File: config.mk
export PLATFORM = sky130hd
export DESIGN_NAME = gate_test_sequencer
export DESIGN_NICKNAME = d
export VERILOG_FILES = /design/src/rtl/gate_tester_pkg.sv /design/src/rtl/sync_2ff.sv /design/src/rtl/gate_test_sequencer.sv
export SDC_FILE = /design/constraint.sdc
export NUM_CORES = 1
export LEC_CHECK = 0
export CORE_MARGIN = 5
export CORE_UTILIZATION = 33
export CTS_CLUSTER_SIZE = 8
export DETAILED_ROUTE_END_ITERATION = 10
export PLACE_DENSITY = 0.67
export SLEW_MARGIN = 20
export SYNTH_ARGS = -nofsm -noshare
export SYNTH_HDL_FRONTEND = slang
export SYNTH_SLANG_ARGS = --single-unit
File: constraint.sdc
create_clock -name clk -period 4.6 [get_ports clk]
set_input_delay 0.92 -clock clk [delete_from_list [all_inputs] [get_ports clk]]
set_output_delay 0.92 -clock clk [all_outputs]
set_load 0.1 [all_outputs]
File: src/rtl/gate_tester_pkg.sv
// Shared types and constants for the gate test sequencer.
package gate_tester_pkg;

  typedef enum logic [2:0] {
    IDLE,
    FETCH_S,
    FETCH_E,
    APPLY,
    SETTLE,
    SAMPLE,
    WRITE,
    FINISH
  } state_e;

  localparam logic MEM_RD = 1'b0;
  localparam logic MEM_WR = 1'b1;

  localparam logic [15:0] DEF_STIM_ADDR   = 16'h0008;
  localparam logic [15:0] DEF_EXP_ADDR    = 16'h0010;
  localparam logic [15:0] DEF_RESULT_ADDR = 16'h0000;

  // Mask covering the low n bits of a result/expected byte.
  function automatic logic [7:0] vec_mask(input int unsigned n);
    logic [7:0] m;
    m = '0;
    for (int unsigned i = 0; i < 8; i++) begin
      if (i < n) m[i] = 1'b1;
    end
    return m;
  endfunction

endpackage

File: src/rtl/sync_2ff.sv
// Two-flop synchroniser for a single asynchronous input bit.
module sync_2ff (
  input  logic clk,
  input  logic rst_n,
  input  logic d,
  output logic q
);

  logic meta_q;
  logic sync_q;

  // Shift the async input through two flops to settle metastability.
  always_ff @(posedge clk or negedge rst_n) begin
    if (!rst_n) begin
      meta_q <= 1'b0;
      sync_q <= 1'b0;
    end else begin
      meta_q <= d;
      sync_q <= meta_q;
    end
  end

  assign q = sync_q;

endmodule

File: src/rtl/gate_test_sequencer.sv
// Runs one 2-input gate test: fetch stimulus/expected bytes, drive each input pair onto the
// DUT pins, sample the synchronised DUT output after a settle delay, write back the result.
module gate_test_sequencer
  import gate_tester_pkg::*;
#(
  parameter int unsigned SETTLE_CYCLES = 4,
  parameter int unsigned NUM_VECTORS   = 4,
  parameter logic [15:0] STIM_ADDR     = DEF_STIM_ADDR,
  parameter logic [15:0] EXP_ADDR      = DEF_EXP_ADDR,
  parameter logic [15:0] RESULT_ADDR   = DEF_RESULT_ADDR
) (
  input  logic        clk,
  input  logic        rst_n,
  input  logic        start,
  output logic        mem_req,
  output logic        mem_we,
  output logic [15:0] mem_addr,
  output logic [7:0]  mem_wdata,
  input  logic        mem_ack,
  input  logic [7:0]  mem_rdata,
  output logic [1:0]  dut_pins,
  input  logic        dut_out,
  output logic [7:0]  result,
  output logic        pass,
  output logic        busy,
  output logic        done
);

  localparam logic [1:0] LAST_IDX    = 2'(NUM_VECTORS - 1);
  localparam logic [7:0] VEC_MASK    = vec_mask(NUM_VECTORS);
  localparam logic [7:0] SETTLE_LOAD = 8'(SETTLE_CYCLES);

  state_e      state_q, state_d;
  logic [7:0]  stim_q, stim_d;
  logic [7:0]  exp_q, exp_d;
  logic [7:0]  result_q, result_d;
  logic        pass_q, pass_d;
  logic [1:0]  vec_idx_q, vec_idx_d;
  logic [7:0]  settle_q, settle_d;
  logic [1:0]  pins_q, pins_d;
  logic        req_q, req_d;
  logic        we_q, we_d;
  logic [15:0] addr_q, addr_d;
  logic [7:0]  wdata_q, wdata_d;
  logic        dut_sync;
  logic        acked;

  sync_2ff u_sync (
    .clk   (clk),
    .rst_n (rst_n),
    .d     (dut_out),
    .q     (dut_sync)
  );

  // An ack only counts while our request is actually up.
  assign acked = req_q & mem_ack;

  // State and datapath registers.
  always_ff @(posedge clk or negedge rst_n) begin
    if (!rst_n) begin
      state_q   <= IDLE;
      stim_q    <= '0;
      exp_q     <= '0;
      result_q  <= '0;
      pass_q    <= 1'b0;
      vec_idx_q <= '0;
      settle_q  <= '0;
      pins_q    <= '0;
      req_q     <= 1'b0;
      we_q      <= 1'b0;
      addr_q    <= '0;
      wdata_q   <= '0;
    end else begin
      state_q   <= state_d;
      stim_q    <= stim_d;
      exp_q     <= exp_d;
      result_q  <= result_d;
      pass_q    <= pass_d;
      vec_idx_q <= vec_idx_d;
      settle_q  <= settle_d;
      pins_q    <= pins_d;
      req_q     <= req_d;
      we_q      <= we_d;
      addr_q    <= addr_d;
      wdata_q   <= wdata_d;
    end
  end

  // Next-state logic. Memory phases raise req a cycle after entry, which gives the required
  // idle cycle between consecutive accesses, and drop it on the cycle after the ack.
  always_comb begin
    state_d   = state_q;
    stim_d    = stim_q;
    exp_d     = exp_q;
    result_d  = result_q;
    pass_d    = pass_q;
    vec_idx_d = vec_idx_q;
    settle_d  = settle_q;
    pins_d    = pins_q;
    req_d     = req_q;
    we_d      = we_q;
    addr_d    = addr_q;
    wdata_d   = wdata_q;

    unique case (state_q)
      IDLE: begin
        if (start) begin
          state_d   = FETCH_S;
          result_d  = '0;
          pass_d    = 1'b0;
          vec_idx_d = '0;
          settle_d  = '0;
        end
      end

      FETCH_S: begin
        if (acked) begin
          stim_d  = mem_rdata;
          req_d   = 1'b0;
          we_d    = 1'b0;
          addr_d  = '0;
          state_d = FETCH_E;
        end else begin
          req_d  = 1'b1;
          we_d   = MEM_RD;
          addr_d = STIM_ADDR;
        end
      end

      FETCH_E: begin
        if (acked) begin
          exp_d   = mem_rdata;
          req_d   = 1'b0;
          we_d    = 1'b0;
          addr_d  = '0;
          state_d = APPLY;
        end else begin
          req_d  = 1'b1;
          we_d   = MEM_RD;
          addr_d = EXP_ADDR;
        end
      end

      APPLY: begin
        pins_d   = stim_q[{vec_idx_q, 1'b0} +: 2];
        settle_d = SETTLE_LOAD;
        state_d  = SETTLE;
      end

      SETTLE: begin
        settle_d = settle_q - 8'd1;
        // <= guards against a zero load never terminating
        if (settle_q <= 8'd1) state_d = SAMPLE;
      end

      SAMPLE: begin
        result_d[vec_idx_q] = dut_sync;
        if (vec_idx_q == LAST_IDX) begin
          state_d = WRITE;
        end else begin
          vec_idx_d = vec_idx_q + 2'd1;
          state_d   = APPLY;
        end
      end

      WRITE: begin
        if (acked) begin
          req_d   = 1'b0;
          we_d    = 1'b0;
          addr_d  = '0;
          wdata_d = '0;
          pass_d  = ((result_q ^ exp_q) & VEC_MASK) == 8'h00;
          state_d = FINISH;
        end else begin
          req_d   = 1'b1;
          we_d    = MEM_WR;
          addr_d  = RESULT_ADDR;
          wdata_d = result_q;
        end
      end

      FINISH: begin
        pins_d  = 2'b00;
        state_d = IDLE;
      end

      default: state_d = IDLE;
    endcase
  end

  // Outputs come straight from registers so async reset clears them immediately.
  always_comb begin
    mem_req   = req_q;
    mem_we    = we_q;
    mem_addr  = addr_q;
    mem_wdata = wdata_q;
    dut_pins  = pins_q;
    result    = result_q;
    pass      = pass_q;
    busy      = (state_q != IDLE);
    done      = (state_q == FINISH);
  end

endmodule

After elaboration in Yosys (flattened, before gate mapping)
Cells that the tools add are included.
{"block": "classes", "n_mux": 26, "n_eq_ne": 14, "reduce_logical": 19, "bitwise_logic": 2, "n_shift": 1, "addsub": 2, "magnitude_cmp": 3}
{"cell": "$pmux W16 S3", "n": 1}
{"cell": "$pmux W3 S8", "n": 1}
{"cell": "$pmux W8 S3", "n": 1}
{"cell": "$mux W3", "n": 6}
{"cell": "$mux W8", "n": 2}
{"cell": "$pmux W8 S2", "n": 1}
{"cell": "$eq A3 B3 Y1 const B", "n": 4}
{"cell": "$ne A2 B2 Y1 const B", "n": 6}
{"cell": "$reduce_bool A3 Y1", "n": 3}
{"cell": "$bwmux W8", "n": 1}
{"cell": "$le A8 B1 Y1 const B", "n": 1}
{"cell": "$logic_not A8 Y1", "n": 1}
{"cell": "$pmux W2 S2", "n": 2}
{"cell": "$reduce_and A2 Y1", "n": 4}
{"cell": "$reduce_bool A2 Y1", "n": 4}
{"cell": "$shiftx A8 B4 Y2", "n": 1}
{"cell": "$sub A8 B1 Y8 const B", "n": 1}
{"cell": "$eq A3 B2 Y1 const B", "n": 2}
{"cell": "$reduce_and A3 Y1", "n": 2}
{"cell": "$mux W5", "n": 1}
{"cell": "$reduce_and A5 Y1", "n": 1}
{"cell": "$lt A2 B4 Y1 const B", "n": 1}
{"cell": "$mux W1", "n": 4}
{"cell": "$mux W2", "n": 2}
{"cell": "other kinds (13)", "n": 14}
{"block": "totals", "elab_cells": 81, "ff_bits": 64}

Logic depth before layout (Yosys ltp)
Gate-level depths: netlist (run 1).
{"block": "logic_depth", "ltp_word": 6, "ltp_mapped": 7}

Hierarchy
A second synthesis (run 1) with hierarchy kept.
{"block": "hier_totals", "cells_unflattened": 211, "area_unflattened_um2": 2316.0}
{"module": "gate_test_sequencer", "instances": 1, "area_per_inst_um2": 2265.9, "cells_each": 209, "seq_area_each_um2": 1026.0}
{"module": "sync_2ff", "instances": 1, "area_per_inst_um2": 50.0, "cells_each": 2, "seq_area_each_um2": 50.0}

Worst setup path after synthesis (run 1)
Ideal clock, no wire load.
{"block": "synth_timing", "kind": "register to output", "start": "reg state_q[2]", "end": "out done", "t_required_ps": 3680, "path_buffers": 2, "stages_incl_launch_ff": 5, "slack_ps": 2181, "t_arrival_ps": 1499, "cell_sequence": "dfrtp_1 -> buf_6 -> clkbuf_1 -> nand2_1 -> inv_1"}
{"block": "synth_via", "elab_chain_len": 1}
{"element": "start, declared", "line_no": "gate_test_sequencer.sv:33", "rtl": "state_e state_q, state_d;"}
{"element": "start signal, assigned", "line_no": "gate_test_sequencer.sv:74", "rtl": "state_q <= state_d;"}
{"element": "$eq A3 B3 Y1", "line_no": "gate_test_sequencer.sv:201", "rtl": "done = (state_q == FINISH);"}
{"element": "end, declared", "line_no": "gate_test_sequencer.sv:26", "rtl": "output logic done"}
No other way between the ends.

Worst setup path in the final report (run 1)
Same ends and word-level chain as after synthesis.

==> results.md, run 1 <==
- Leaving out fill and tap cells, the most frequent cell in the layout is sky130_fd_sc_hd__dfrtp_1.
- The leakage power is 0.00121 uW.
- The maximum resistive drop on vdd is 0.000148 V.
- The largest net degree at the start of global routing is 44.
- For the worst flop-to-flop path, the logic depth is 5.
- For this run, the number of Yosys warnings is 0.
- After floorplanning, the core was divided into 30 placement rows.
- In this run the mean area of a mapped cell was 10.7 um2.
- The number of design rule violations left after detail routing is 0.
- STA classifies the critical path endpoint as an output pin.
- Based on the critical path, the design can be clocked at up to 297 MHz.
- Clock tree synthesis inserted a total of 5 buffers.
- The worst setup skew after layout is 0.00174 ns.
- The area fraction of the dominant cell type after synthesis is 0.468.
- The minimum clock period is 3.37 ns.
- The H-tree generated during clock tree synthesis spans 2 levels.
- The number of setup violations in the final report is 0.
- The average detailed-routed wire length per instance is 13.3 um.
- The path class of the tightest hold or removal check is flop to flop.
- The die is 93.5 um wide.
- Together, buffers and inverters on the worst path number 2.
- The number of pins with negative max-slew slack in the final report is 0.
- The count of inserted antenna diode cells is 0.
- The initial cell density of the core is 0.338.
- The first TritonRoute pass finished after 4 iterations.
- In the global route stage, overall resource usage came out at 0.107.
- During placement, the flow inserted port buffers numbering 33.
- The summed negative setup slack over all endpoints is 0 ns.
- The critical path goes through nand2_1 > inv_1 > clkdlybuf4s50_1.
- The worst setup path is launched from a flop.
- The share of post-route cells with drive strength above 1 is 0.118.
- The number of post-CTS setup repair buffers is 0.
- The final hold violation count is 0.
- The number of antenna violations at the first check in global routing is 0.
- The first routing iteration left 98 violations.
- The layout filler cell count is 661.
- The die outline height is 93.5 um.
- The number of cells on the critical path is 3.
- The total number of vias is 1,562.
- The clock passes through at most 2 buffers.
- The clock transition at the registers of the reported paths is 0.08 ns.
- The startpoint of the lowest-slack register-to-register path is state_q[1].
- The largest total area in the synthesized netlist belongs to sky130_fd_sc_hd__dfrtp_1.
- Measured against its own limit, the worst slew margin works out to 0.344.
- Yosys mapped a number of flops with a built-in enable equal to 0.
- The via count of the first global-routing pass is 1,516.
- The tool flagged a number of max-cap violations equal to 0.
- Summing all placed instances gives a cell area of 0.00261 mm2.
- The total placed cells including tap cells is 333.
- The overall die area is 0.00874 mm2.
- The worst hold slack is 0.353 ns.
- In this run, synthesis produced a sequential element count of 43.
- Wires add up to 4550 um.
- The clock drives 43 sinks.
- The total congestion overflow after global routing is 0.
- In the final design database the tool counted 268 nets.
- By area the synthesized netlist is led by sky130_fd_sc_hd__dfrtp_1, sky130_fd_sc_hd__buf_4, sky130_fd_sc_hd__mux2_2, sky130_fd_sc_hd__ha_1, sky130_fd_sc_hd__o21ai_0.
- Of all flip-flops after synthesis, the portion carrying an async set or reset was 1.00.
- For this run, the slowest stage of the critical path takes 1.13 ns.
- The end of the worst register-to-register path is stim_q[0].
- For this design the ratio of total power to cell area is 257 mW/mm2.
- The synthesis-to-finish area growth is 17.2%.
- The count of different cell masters after synthesis is 37.
- The synthesized netlist cell count is 214.
- The number of cells traversed by the worst hold path is 0.
- Data on the critical path is required at its endpoint by 3.68 ns.
- Routability-driven placement finished with a final weighted congestion of 0.733.
- The tree is rooted in a sky130_fd_sc_hd__clkbuf_8.
- The quantity of hold-fixing buffers added after cts is 0.
- The critical path in this run is classified as flop to output pin.
- Data arrives at the worst endpoint at 2.45 ns.
- Setup repair after global routing left no endpoint under its margin.
- The post-cts resize count is 0.
- In this run the worst path has a maximum fanout of 23.
- Summed over all nets, the half-perimeter wirelength after detailed placement is 3430 um.
- The origin of the worst min-delay path is u_sync.meta_q.
- Summing internal, switching and leakage power gives 693 uW.
- The category of cells accounting for the largest share of critical-path delay is buffers and inverters.
- The number of top-level design ports is 52.
- The flow ran to the end, and the final reports show no timing, DRC or antenna violations.
- The final instance area is 0.00270 mm2.
- The via count normalized by instance count is 4.58.
- The synthesized netlist occupies a cell area of 0.00230 mm2.
- The first-pass GRT wire length is 7530 um.
- The clock tree from TritonCTS is done.
- The critical-path cell with the highest stage delay is sky130_fd_sc_hd__clkdlybuf4s50_1.
- The portion of the post-synthesis area used by sequential elements is 0.468.
- The core region is 0.00679 mm2.
- The transition time of the tightest slew-check pin is 0.981 ns.
- The antenna violation net count after detailed routing is 0.
- The final cycle utilization of the critical path is 0.733.
- The worst-skew pair later-pin latency is 0.29 ns.
- The final cell count without fillers is 341.
- The hold path endpoint is u_sync.q.
- The top flip-flop cell by instance count after synthesis is sky130_fd_sc_hd__dfrtp_1.
- In the layout the commonest cells are sky130_fd_sc_hd__dfrtp_1, sky130_fd_sc_hd__clkdlybuf4s50_1, sky130_fd_sc_hd__o21ai_0, sky130_fd_sc_hd__conb_1.
- The setup check on the worst reg-to-reg path leaves a slack of 2.51 ns.
[state kept, by name, indices dropped and copies added, names as in the netlist, 2 cells and up]
register,flops
mem_addr,2
settle_q,8
dut_pins,2
stim_q,8
vec_idx_q,2
result,4
mem_wdata,5
exp_q,4
state_q,3
[cell families (layout without fill, tap and decap cells)]
logic type               Yosys count  in the layout  synth area share
AO/OA/AOI/OAI                     43             43             0.116
XOR/XNOR                           4              4            0.0152
adder cells (fa/ha/maj)           11             11            0.0598
buffers and inverters             41             55             0.109
flip-flops                        43             43             0.468
multiplexers                      22             22             0.119
other                              1             18           0.00163
AND/OR/NAND/NOR                   49             49             0.111
[how the worst max path moves through the flow]
stage | startpoint | slack [ns] | to
after floorplan | state_q[2] | 2.18 | done
after global placement | state_q[2] | 1.57 | done
after detailed placement | state_q[2] | 1.57 | done
after CTS | state_q[2] | 1.22 | done
after global routing | state_q[2] | 1.10 | done
final | state_q[2] | 1.23 | done
[through the flow]
step           setup slack [ns]  utilization
6_report                   1.23        0.397
5_1_grt                    1.10        0.397
4_1_cts                    1.22        0.397
3_5_place_dp               1.57        0.384
3_3_place_gp               1.57        0.384
2_1_floorplan              2.18            -
[synth_stat cells (2+ instances only)]
master,number
sky130_fd_sc_hd__mux2_2,14
sky130_fd_sc_hd__mux2_4,2
sky130_fd_sc_hd__o21ai_0,18
sky130_fd_sc_hd__nor2b_1,3
sky130_fd_sc_hd__nor4_1,2
sky130_fd_sc_hd__nor3_1,2
sky130_fd_sc_hd__xnor2_1,4
sky130_fd_sc_hd__nand2_1,10
sky130_fd_sc_hd__o22ai_1,2
sky130_fd_sc_hd__nor2_1,10
sky130_fd_sc_hd__a22o_1,6
sky130_fd_sc_hd__mux4_2,2
sky130_fd_sc_hd__buf_4,22
sky130_fd_sc_hd__buf_6,2
sky130_fd_sc_hd__dfrtp_1,43
sky130_fd_sc_hd__nand3_1,11
sky130_fd_sc_hd__mux2i_1,4
sky130_fd_sc_hd__ha_1,11
sky130_fd_sc_hd__inv_1,14
sky130_fd_sc_hd__and2_1,2
sky130_fd_sc_hd__clkbuf_1,3
sky130_fd_sc_hd__nand4_1,3
sky130_fd_sc_hd__a21oi_1,10
[power by group]
group,internal [uW],leakage (uW),switching [uW],total (uW)
Clock,106,0.0000412,125,231
Combinational,9.06,0.000625,74.4,83.5
Sequential,378,0.000540,0.615,379
Total,494,0.00121,200,693
[metal layers]
layer	wire, um	vias up	track usage
met5	0	-	0
met4	34	0	0.0293
met3	254	4	0.0265
met2	2270	48	0.179
met1	1990	744	0.137
li1	-	766	-
[area by class of cell]
| type | count | area (um2) | area share |
|---|---|---|---|
| clock buffer | 6 | 72.6 | 0.0269 |
| clock inverter | 2 | 12.5 | 0.00464 |
| inverter | 14 | 52.6 | 0.0195 |
| multi-input combinational | 147 | 1040 | 0.384 |
| sequential | 43 | 1080 | 0.399 |
| tap | 96 | 120 | 0.0446 |
| timing repair buffer | 33 | 325 | 0.121 |
No activity file was read; power rests on OpenSTA's default activity.
==> run 2, diff against run 1 <==
- PLACE_DENSITY: 0.67 -> 0.69
- clock period: 4.6 -> 3 ns (I/O delays scaled with it)
==> run 2 against run 1 <==
Core utilization fell by 0.37 points. Count of clock-buffer cells in the layout fell by 1. Worst hold slack improved by 0.0039 ns. Critical path type unchanged.
==> results.md, run 2 (synthesis results as in run 1) <==
- The flow ran to the end, and the final reports show no timing, DRC or antenna violations.
- The number of maximum-capacitance violations is 0 (unchanged).
- The total power per unit cell area is 437 mW/mm2 (+70%).
- The core area is 0.00679 mm2 (unchanged).
- The via count of the first global-routing pass is 1,557 (+2.7%).
- The critical path ends at done.
- The launch point of the critical path is state_q[2].
- The highest clock frequency the design can meet is 442 MHz.
- The number of post-CTS setup repair buffers came to 0 (unchanged).
- The first-pass GRT wire length is 7400 um (-1.7%).
- The clock tree from TritonCTS is done.
- The worst setup skew after layout is 0.00368 ns (+0.00194 ns).
- In the layout the commonest cells are sky130_fd_sc_hd__dfrtp_1, sky130_fd_sc_hd__buf_4, sky130_fd_sc_hd__o21ai_0, sky130_fd_sc_hd__conb_1.
- The clock network fraction of total power is 0.392 (+0.059).
- The number of top-level design ports is 52 (unchanged).
- The quantity of hold-fixing buffers added after cts is 0 (unchanged).
- The worst endpoint data arrival time was 1.66 ns (-0.79 ns).
- The number of cells on the critical path is 3 (unchanged).
- Setup repair after global routing left no endpoint under its margin.
- Of the available clock period, the critical path in the final layout requires 0.754.
- The category of cells accounting for the largest share of critical-path delay is flip-flops.
- The total congestion overflow after global routing is 0 (unchanged).
- The post-cts resize count is 0 (unchanged).
- The class of the tightest hold or removal check is flop to flop.
- The final hold violation count came to 0 (unchanged).
- The final cell count without fillers is 341 (unchanged).
- The maximum count of clock buffers along a single path is 2 (unchanged).
- The number of rows in the core area was 30 (unchanged).
- The die outline height came to 93.5 um (unchanged).
- In this run the critical register-to-register path is captured at stim_q[7].
- The total iterations of the first detailed-routing run is 4 (unchanged).
- The overall die area came to 0.00874 mm2 (unchanged).
- The post-DP HPWL is 3270 um (-4.4%).
- The worst hold slack is 0.357 ns (+0.00389 ns).
- The CTS buffer count is 5 (unchanged).
- The relative contribution of sequential cells to total power is 0.498 (-0.049).
- The number of nets in the layout is 268 (unchanged).
- The H-tree level count is 2 (unchanged).
- The antenna violation net count after detailed routing was 0 (unchanged).
- STA classifies the critical path startpoint as a flop.
- The number of port buffers is 33 (unchanged).
- The switching part of the total is 0.278 (-0.00982).
- The part of the power in combinational logic is 0.110 (-0.010).
- The worst reg-to-reg setup slack came to 0.97 ns (-1.54 ns).
- The number of antenna violations at the first check in global routing is 0 (unchanged).
- The transition time of the tightest slew-check pin is 0.946 ns (-0.0354 ns).
- The share of post-route cells with drive strength above 1 was 0.208 (+0.0898).
- The minimum clock period is 2.26 ns.
- The clock transition at the registers of the reported paths came to 0.09 ns (about the same).
- The maximum resistive drop on vdd is 0.000248 V (+67%).
- The type of the worst setup path is flop to output pin.
- The TritonCTS sink count came to 43 (unchanged).
- The switching power of the nets is 325 uW (+63%).
- The data required time at the worst endpoint is 2.40 ns (-1.28 ns).
- The total number of vias is 1,575 (+0.83%).
- The endpoint kind of the worst setup timing path is an output pin.
- The critical-path maximum fanout is 23 (unchanged).
- The initial cell density of the core is 0.338 (unchanged).
- In this run the critical register-to-register path is launched from state_q[1].
- The layout filler cell count is 673 (+1.8%).
- The placer's final routability congestion estimate is 0.831 (+13%).
- The relative slew slack came to 0.369 (+0.0257).
- The post-place instance area came to 0.00256 mm2 (-2.0%).
- The number of design rule violations left after detail routing was 0 (unchanged).
- The leakage power is 0.00125 uW (+3.6%).
- The largest stage delay on the critical path was 0.76 ns (-0.37 ns).
- The final instance area came to 0.00267 mm2 (-0.93%).
- The via count normalized by instance count is 4.62 (+0.83%).
- The number of setup violations in the final report is 0 (unchanged).
- The width of the die is 93.5 um (unchanged).
- The summed negative setup slack over all endpoints is 0 ns (unchanged).
- The buffer and inverter count on the worst path is 2 (unchanged).
- The total wire length came to 4410 um (-2.9%).
- On the critical path, the stage with the largest delay is an instance of sky130_fd_sc_hd__dfrtp_1.
- The worst-skew pair later-pin latency came to 0.29 ns (about the same).
- The synthesis-to-finish area growth is 16.1%.
- The most common library cell in the layout ignoring fill and taps is sky130_fd_sc_hd__dfrtp_1.
- The clock tree root buffer cell is sky130_fd_sc_hd__clkbuf_8.
- The number of pins with negative max-slew slack in the final report came to 0 (unchanged).
- Traced cell by cell, the critical path runs through nand2_1 > inv_1 > buf_4.
- The total placed cells including tap cells was 333 (unchanged).
- The all-layer global routing usage is 0.105 (-0.00242).
- The cell internal power dissipation is 842 uW (+71%).
- The count of inserted antenna diode cells was 0 (unchanged).
- The number of violations reported at the end of detailed-routing iteration 0 is 102 (+4.1%).
- The average detailed-routed wire length per instance is 12.9 um (-2.9%).
- The number of cells on the worst reg-to-reg path was 5 (unchanged).
- The largest net degree at the start of global routing was 44 (unchanged).
## run 2: changes by cell type in the layout (fill, tap and decap cells not counted)
cell | previous run | this run
sky130_fd_sc_hd__clkinv_4 | 0 | 1
sky130_fd_sc_hd__clkinvlp_4 | 1 | 0
sky130_fd_sc_hd__clkdlybuf4s50_1 | 32 | 11
sky130_fd_sc_hd__buf_4 | 0 | 21
sky130_fd_sc_hd__bufinv_16 | 0 | 1
sky130_fd_sc_hd__clkbuf_1 | 1 | 0
## run 2: stage by stage
stage	util	power (uW)	setup slack (ns)
finish	0.393	1170	0.737
global route	0.393	1200	0.580
global placement	0.376	721	0.923
floorplan	-	711	0.901
detailed placement	0.376	721	0.919
CTS	0.393	1170	0.740
## run 2: worst min-delay path by stage
stage	start	to	slack, ns	cells after the start
finish	u_sync.meta_q	u_sync.q	0.36	0
CTS	u_sync.meta_q	u_sync.q	0.36	0
global placement	u_sync.meta_q	u_sync.q	0.33	0
floorplan	rst_n	dut_pins[0]	0.30	0
detailed placement	u_sync.meta_q	u_sync.q	0.34	0
global route	u_sync.meta_q	u_sync.q	0.36	0
## run 2: final cells by class
class | instances | area (um2) | area share
Sequential cell | 43 | 1080 | 0.403
Multi-Input combinational cell | 147 | 1040 | 0.388
Timing Repair Buffer | 33 | 273 | 0.102
Tap cell | 96 | 120 | 0.0450
Clock buffer | 5 | 68.8 | 0.0258
Inverter | 14 | 52.6 | 0.0197
Clock inverter | 3 | 43.8 | 0.0164
## run 2: per-layer routing
layer  global-route usage  wire, um  part of all wire  vias up
li1                     -         -                 -      770
met1                0.134      2030              0.46      749
met2                0.172      2040              0.46       49
met3               0.0314       286             0.065        7
met4               0.0256        56             0.013        0
met5                    0         0                 0        -
## run 2: power groups by stage
stage | clock network, uW | logic (uW) | registers (uW)
after global placement | 0 | 128 | 593
after floorplan | 0 | 118 | 593
after detailed placement | 0 | 128 | 593
final | 458 | 128 | 581
after global routing | 486 | 133 | 581
after CTS | 464 | 129 | 581
==> run 3, diff against run 2 <==
- clock period: 3 -> 1.9 ns (I/O delays scaled with it)
==> run 3 against run 2 <==
Global-route usage grew 0.47 points. Critical path depth rose by 1. Sequential share of layout area decreased by 4.8 points. Combinational power grew 66%. Clock skew is 0.0062 ns higher. Largest cell class unchanged. Routed wire length grew 3.8%.
==> results.md, run 3 (synthesis results as in run 1) <==
- The clock tree from TritonCTS is done.
- The path class of the tightest hold or removal check is flop to flop.
- The library cell used most frequently in the layout, excluding fill and tap cells, is sky130_fd_sc_hd__dfrtp_1.
- The minimum setup slack after placement is 0.0892 ns (-0.830 ns).
- The worst-skew pair later-pin latency was 0.29 ns (about the same).
- The layout filler cell count is 617 (-8.3%).
- The first-pass GRT wire length came to 7560 um (+2.1%).
- The clock transition at the registers of the reported paths was 0.08 ns (about the same).
- The final hold violation count is 0 (unchanged).
- The largest stage delay on the critical path is 0.55 ns (-0.21 ns).
- The number of maximum-capacitance violations is 0 (unchanged).
- The number of top-level design ports came to 52 (unchanged).
- The H-tree level count is 2 (unchanged).
- The leakage power was 0.00139 uW (+11%).
- The number of post-CTS setup repair buffers came to 0 (unchanged).
- The synthesis-to-finish area growth is 32.2%.
- The clock tree root buffer cell is sky130_fd_sc_hd__clkbuf_8.
- The post-DP HPWL is 3520 um (+7.4%).
- The initial cell density of the core is 0.338 (unchanged).
- The placer's final routability congestion estimate is 0.818 (-1.5%).
- The worst hold slack is 0.353 ns (-0.00388 ns).
- The count of inserted antenna diode cells is 0 (unchanged).
- The total iterations of the first detailed-routing run is 4 (unchanged).
- The post-route worst setup slack is 0.0941 ns (-0.643 ns).
- The die outline height is 93.5 um (unchanged).
- The CTS buffer count came to 5 (unchanged).
- The final cycle utilization of the critical path is 0.950.
- The core area is 0.00679 mm2 (unchanged).
- The via count normalized by instance count was 4.60 (-0.49%).
- The post-layout total power is 1770 uW (+52%).
- The share of post-route cells with drive strength above 1 is 0.256 (+0.0477).
- The minimum clock period is 1.81 ns.
- Based on the critical path, the design can be clocked at up to 554 MHz.
- The startpoint of the lowest-slack register-to-register path is settle_q[3].
- The flow ran to the end, and the final reports show no timing, DRC or antenna violations.
- The number of design rule violations left after detail routing is 0 (unchanged).
- The number of port buffers is 33 (unchanged).
- The critical-path maximum fanout is 5 (-78%).
- The worst setup skew after layout is 0.00990 ns (+0.00622 ns).
- The number of nets in the layout is 281 (+4.9%).
- The number of antenna violations at the first check in global routing is 0 (unchanged).
- The final instance area is 0.00304 mm2 (+14%).
- The total number of vias is 1,627 (+3.3%).
- The number of rows in the core area came to 30 (unchanged).
- The via count of the first global-routing pass is 1,590 (+2.1%).
- The average detailed-routed wire length per instance was 12.9 um (about the same).
- The total power per unit cell area is 584 mW/mm2 (+34%).
- The critical-path cell with the highest stage delay is sky130_fd_sc_hd__or4_4.
- The all-layer global routing usage is 0.109 (+0.00468).
- The worst endpoint data arrival time is 1.99 ns (+0.33 ns).
- The total wire length is 4580 um (+3.8%).
- The number of violations reported at the end of detailed-routing iteration 0 is 112 (+9.8%).
- The number of cells traversed by the worst hold path came to 0 (unchanged).
- The maximum resistive drop on vdd is 0.000328 V (+32%).
- For hold timing, the worst endpoint is u_sync.q.
- The category of the worst setup path launch point is a flop.
- The endpoint identified for the worst register-to-register timing path is state_q[0].
- In the layout the commonest cells are sky130_fd_sc_hd__dfrtp_1, sky130_fd_sc_hd__buf_12, sky130_fd_sc_hd__conb_1.
- The width of the die is 93.5 um (unchanged).
- The origin of the worst min-delay path is u_sync.meta_q.
- The type of the worst setup path is flop to flop.
- The total congestion overflow after global routing was 0 (unchanged).
- The maximum count of clock buffers along a single path is 2 (unchanged).
- The data required time at the worst endpoint was 2.08 ns (-0.32 ns).
- The number of setup violations in the final report is 0 (unchanged).
- The number of cells on the worst reg-to-reg path is 4 (-1).
- The antenna violation net count after detailed routing is 0 (unchanged).
- Walking the worst path, the cells encountered are or4_4 > nor4_2 > o21a_2 > mux2_4.
- The number of pins with negative max-slew slack in the final report came to 0 (unchanged).
- The overall die area is 0.00874 mm2 (unchanged).
- The worst reg-to-reg setup slack came to 0.09 ns (-0.88 ns).
- The largest net degree at the start of global routing came to 22 (-50%).
- The TritonCTS sink count is 43 (unchanged).
- The post-place instance area was 0.00291 mm2 (+14%).
- The endpoint kind of the worst setup timing path is a flop.
-- run 3: worst max path at each step --
stage	startpoint	endpoint	slack [ns]	cells after the start
6_report	settle_q[3]	state_q[0]	0.09	4
5_1_grt	state_q[0]	exp_q[1]	-0.004	5
4_1_cts	state_q[0]	busy	0.02	4
3_5_place_dp	settle_q[3]	state_q[0]	0.09	4
3_3_place_gp	settle_q[3]	state_q[0]	0.13	4
2_1_floorplan	state_q[2]	done	0.02	4
-- run 3: final cells by class --
class / instances / area (um2) / share of cell area
Sequential cell: 43 / 1080 / 0.355
Multi-Input combinational cell: 147 / 1050 / 0.345
Timing Repair Buffer: 46 / 636 / 0.209
Tap cell: 96 / 120 / 0.0395
Clock buffer: 7 / 96.3 / 0.0317
Inverter: 14 / 52.6 / 0.0173
Clock inverter: 1 / 7.51 / 0.00247
-- run 3: layer usage --
layer  vias to the layer above  global-route usage  part of all wire
met1                       778               0.142              0.44
met2                        47               0.176              0.48
li1                        798                   -                 -
met3                         4              0.0338             0.064
met4                         0              0.0293            0.0090
met5                         -                   0                 0
-- run 3: power by group --
| part | leakage [uW] | internal (uW) | total [uW] | switching, uW |
|---|---|---|---|---|
| logic | 0.000801 | 31.3 | 213 | 182 |
| clock network | 0.0000505 | 331 | 643 | 312 |
| registers | 0.000539 | 916 | 918 | 1.37 |
-- run 3: worst max-delay path: cells and delay by family, from the launching register on --
kind               cells  cell delay, ns
and+or+nand+nor        2            0.78
DFF                    1            0.42
muxes                  1            0.30
AOI/OAI and AO/OA      1            0.20
-- run 3: through the flow --
step / cells / setup TNS [ns] / util
final: 354 / 0 / 0.447
after global routing: 354 / -0.00435 / 0.447
after CTS: 354 / 0 / 0.446
after detailed placement: 345 / 0 / 0.429
after global placement: 345 / 0 / 0.429
after floorplan: 231 / 0 / -
-- run 3: what timing repair did --
item	in CTS	in global routing
gates resized for setup	1	3
cloned	0	0
hold buffers	1	0
hold endpoints to repair	12	0
endpoints found under the setup margin	1	4
